File: src/rtl/timer_core.sv
// Start/stop interval timer: counts synchronized ps_clk rising edges between
// a start strobe and a stop strobe and publishes the saturated count.
module timer_core #(
    parameter int unsigned TIMER_COUNTER_WIDTH = 16
) (
    input  logic                           clk,
    input  logic                           rst,
    input  logic                           ps_clk,
    input  logic                           enable_signal,
    input  logic                           final_signal,
    output logic [TIMER_COUNTER_WIDTH-1:0] counter_result
);

    localparam int unsigned W = TIMER_COUNTER_WIDTH;
    localparam logic [W-1:0] C_MAX = {W{1'b1}};

    typedef enum logic {
        IDLE  = 1'b0,
        COUNT = 1'b1
    } state_t;

    state_t         r_state;
    state_t         w_state_nxt;
    logic           r_sync1;
    logic           r_sync2;
    logic           r_sync3;
    logic           w_tick;
    logic [W-1:0]   r_count;
    logic [W-1:0]   w_count_nxt;
    logic [W-1:0]   r_result;
    logic [W-1:0]   w_result_nxt;
    logic [W-1:0]   w_count_inc;

    // ps_clk is asynchronous data: two flops for metastability, third for edge history
    always_ff @(posedge clk) begin
        if (rst) begin
            r_sync1 <= 1'b0;
            r_sync2 <= 1'b0;
            r_sync3 <= 1'b0;
        end else begin
            r_sync1 <= ps_clk;
            r_sync2 <= r_sync1;
            r_sync3 <= r_sync2;
        end
    end

    assign w_tick      = r_sync2 & ~r_sync3;
    assign w_count_inc = (r_count == C_MAX) ? C_MAX : r_count + W'(1);

    always_ff @(posedge clk) begin
        if (rst) begin
            r_state  <= IDLE;
            r_count  <= '0;
            r_result <= '0;
        end else begin
            r_state  <= w_state_nxt;
            r_count  <= w_count_nxt;
            r_result <= w_result_nxt;
        end
    end

    // Stop cycle still counts its own tick, so the window is (start, stop]
    always_comb begin
        w_state_nxt  = r_state;
        w_count_nxt  = r_count;
        w_result_nxt = r_result;
        case (r_state)
            IDLE: begin
                if (enable_signal) begin
                    w_count_nxt = '0;
                    w_state_nxt = COUNT;
                end
            end
            COUNT: begin
                if (final_signal) begin
                    w_result_nxt = w_tick ? w_count_inc : r_count;
                    w_state_nxt  = IDLE;
                end else if (w_tick) begin
                    w_count_nxt = w_count_inc;
                end
            end
            default: w_state_nxt = IDLE;
        endcase
    end

    assign counter_result = r_result;

endmodule

File: config.mk
export PLATFORM = sky130hd
export DESIGN_NAME = timer_core
export DESIGN_NICKNAME = d
export VERILOG_FILES = /design/src/rtl/timer_core.sv
export SDC_FILE = /design/constraint.sdc
export NUM_CORES = 1
export LEC_CHECK = 0
export BUFFER_PORTS_ARGS = -buffer_cell sky130_fd_sc_hd__buf_2
export CORE_ASPECT_RATIO = 0.7
export CORE_UTILIZATION = 35
export CTS_CLUSTER_DIAMETER = 80
export DETAILED_ROUTE_END_ITERATION = 12
export PLACE_DENSITY = 0.56
export SYNTH_ARGS = -nofsm -noshare
export SYNTH_HDL_FRONTEND = slang
export SYNTH_SLANG_ARGS = --single-unit
File: constraint.sdc
create_clock -name clk -period 2.67 [get_ports clk]
set_clock_uncertainty 0.2 [all_clocks]
set_input_delay 0.1335 -clock clk [delete_from_list [all_inputs] [get_ports clk]]
set_output_delay 0.1335 -clock clk [all_outputs]
set_load 0.05 [all_outputs]
==> parameters.txt <==
Parameter                              Value

Outcome
  Result of the run ... complete, no violations

Pwr
  Final Total Pwr ... 1.097 mW
  Power per Cell Area ... between 500 and 600 nW/um2
  Leak Pwr ... 0.7201 nW
  Maximum resistive drop on vdd ... 172.8 uV

Global routing
  Vias in the first global route ... 1526
  First-pass GRT wire length ... approximately 7.8 mm
  Initial antenna violation count ... 0
  Largest net degree at the start of global routing ... 34
  GR Util All Layers ... 0.1812
  Overall overflow remaining after global route ... 0

Place
  Post-detail-place hpwl ... ~3.4 mm
  Cell count after placement ... 298
  IO buf count ... 20
  Routability cong. ... 0.8120

Final layout
  Number of nets in the finished design ... 243
  Area grow syn2layout ... 14.16%
  Inserted Diodes ... 0
  Final core occ ... 0.4309
  Share of layout cells above drive strength 1 ... 0.1765
  Post-route insts no fill ... 307
  Layout filler cell count ... 516

Clock network
  Buffer depth of the longest clock path ... 2
  Total clock buffers created by CTS ... 5
  Clock sink count ... 36
  CTS clock-pin slew for the worst setup and hold paths ... 0.07 ns
  Clock tree from TritonCTS ... built
  Post-CTS Setup Bufs ... 0
  Worst-Skew Late Latency ... 0.29 ns
  Number of H-tree branching levels ... 2
  Clock Root Buffer ... sky130_fd_sc_hd__clkbuf_8

Synthesis
  Cell type contributing the most total cell area after synthesis ... sky130_fd_sc_hd__dfxtp_1
  Summed instance area of the synthesized netlist ... roughly 1900 um2
  Per-instance average area after synthesis ... 8.474 um2
  Yosys reg bits ... 36
  Post-synthesis cell count ... 220
  Top cells by area, synth ... sky130_fd_sc_hd__dfxtp_1 39%, sky130_fd_sc_hd__a311oi_1 7.0%, sky130_fd_sc_hd__a211oi_1 4.4%
  Proportion of register bits with asynchronous set or reset after synthesis ... 0
  Most frequently used flop master after synthesis ... sky130_fd_sc_hd__dfxtp_1
  Syn nets ... 226
  Leading cell type by number of instances after synthesis ... sky130_fd_sc_hd__dfxtp_1
  Sequential-to-total area share from yosys stat ... 0.3866
  Post-synth EDFFs ... 0
  Count of synthesis-stage warnings from yosys ... 0
  Top cell type's share of synthesized area ... 0.3866
  Leading cell types by count after synthesis ... 36 x sky130_fd_sc_hd__dfxtp_1, 21 x sky130_fd_sc_hd__nor2_1, 15 x sky130_fd_sc_hd__a311oi_1
  Number of distinct library cell variants in the gate-level netlist after synthesis ... 49

Timing
  Shortest clock period the worst path allows after layout ... 2.304 ns
  Final number of setup-violating endpoints ... 0
  Max Slew Vio Count ... 0
  Hold Vio Cnt, Final ... 0
  Unrepaired setup endpoints after global routing ... false
  Upper clock frequency limit ... roughly 0.43 GHz
  Max transition margin ... 0.5983
  Ratio of final minimum period to clock period ... 0.8630
  Setup tns final ... 0 ns
  Slew of the pin with the lowest slew margin ... between 0.5 and 0.6 ns

Floorplanning
  Vert. Die Dim ... 63.06 um
  CORE AREA ... 4940 um2
  Cell Rows ... 21
  Starting density of the core ... 0.3774
  Die area ... 5627 um2
  Horizontal extent of the die ... 89.23 um
  Number of ports placed on the die boundary ... 21

Detailed routing
  Met2 Wirelength ... 1.847 mm
  Total via count after detailed routing ... 1707
  DRC errors left ... 0
  Highest signal layer in the routed design ... met4
  Detail-routed via count per cell ... 5.560
  Routed wire length ... roughly 4.7 mm
  DRT iter0 DRCs ... 144
  Pre-Repair DR Iteration Count ... 4
  Detail-routed net length per standard cell ... 15.41 um
  Routed met1 length ... 2.523 mm
  Post-route ant nets ... 0
  Detailed route wirelength on metal3 ... roughly 340 um

Job
  Max-capacitance violation count ... 0

Hold path
  Hold Path Class ... in2reg
  Cell depth of the worst min-delay path ... 3

Worst setup path
  Critical path's largest stage delay ... 0.53 ns
  Top fanout value on the critical path ... 10
  Data arrival time of the critical path ... roughly 2.3 ns
  Type of origin of the critical path ... flip-flop
  Series of cell instances along the critical path ... ha_1 > nand3b_1 > nor4_4 > nand2_2 > a311oi_1
  Endpoint type of the worst setup path ... flip-flop
  Critical path type ... reg2reg
  Slowest-stage cell, CP ... sky130_fd_sc_hd__nor4_4
  Crit path required time ... 2.66 ns
  Number of cells traversed by the worst register-to-register path ... 5
## worst paths after layout
| kind | from | endpoint | slack (ns) |
|---|---|---|---|
| min reg2reg | r_sync1 | r_sync2 | 0.24 |
| max reg2reg | r_count[0] | counter_result[5] | 0.37 |
| min | final_signal | r_count[2] | 0.10 |
| max | r_count[0] | counter_result[5] | 0.37 |
## stage by stage
stage                     cell area (um2)  setup slack [ns]  hold slack, ns
after floorplan                      1864            0.5864         0.06168
after global routing                 2128            0.2095          0.1099
final                                2128            0.3657          0.1014
after CTS                            2128            0.3878         0.09599
after global placement               2026            0.4751          0.1444
after detailed placement             2026            0.4355          0.1567
## logic make-up after synthesis
logic type      synth area share
xor+xnor                 0.03759
mux                     0.005369
simple gates              0.2665
compound gates            0.2456
fa+ha+maj               0.006710
buf+inv                  0.05168
flops                     0.3866
## where the power goes
group | internal [mW] | switching [mW] | total (mW)
clock | 0.206 | 0.190 | 0.396
combinational | 0.0375 | 0.0993 | 0.137
sequential | 0.554 | 0.0105 | 0.564
total | 0.797 | 0.300 | 1.10
## flip-flops by register name (all words and copies together) (netlist names)
name,flops
r_sync1,1
r_count,16
r_sync3,1
counter_result,16
r_sync2,1
r_state,1
## layer usage
layer  global-route usage  up-vias
met5                    0        -
li1                     -      862
met1               0.2934      789
met3              0.04718        2
met4              0.04960        0
met2               0.2261       54
## area by class of cell
type                       instances  area [um2]  area share
clock buffer                       6       82.58     0.03880
clock inverter                     2       10.01    0.004703
inverter                           5       18.77    0.008818
timing repair buffer              28       162.7     0.07643
tap                               69       86.33     0.04056
multi-input combinational        161        1047      0.4921
sequential                        36       720.7      0.3386
## worst max-delay path, delay by kind of cell (launching register included)
kind,cells,cell delay (ns)
AND/OR/NAND/NOR,3,1.05
flip-flops,1,0.42
AO/OA/AOI/OAI,1,0.33
adder cells (fa/ha/maj),1,0.20
## timing repair
item / 4_1_cts / 5_1_grt
hold endpoints to repair: 1 / 0
resized for setup: 0 / 0
hold buffers: 1 / 0
endpoints found under the setup margin: 0 / 0
## cells in the final DEF, fill, tap and decap left out, drive strengths merged, types with 3 or more instances in the layout
master	count
and3	3
nand2	12
clkbuf	6
a311oi	15
buf	27
xnor2	7
o21ai	8
a211oi	11
a31oi	6
dfxtp	36
nor4	3
nand3	9
inv	5
nor3	4
and4	3
nand2b	4
or3	4
a21oi	10
nor2	21
and2	4
nand4	5
nor2b	6
(Power assumes the default switching activity.)
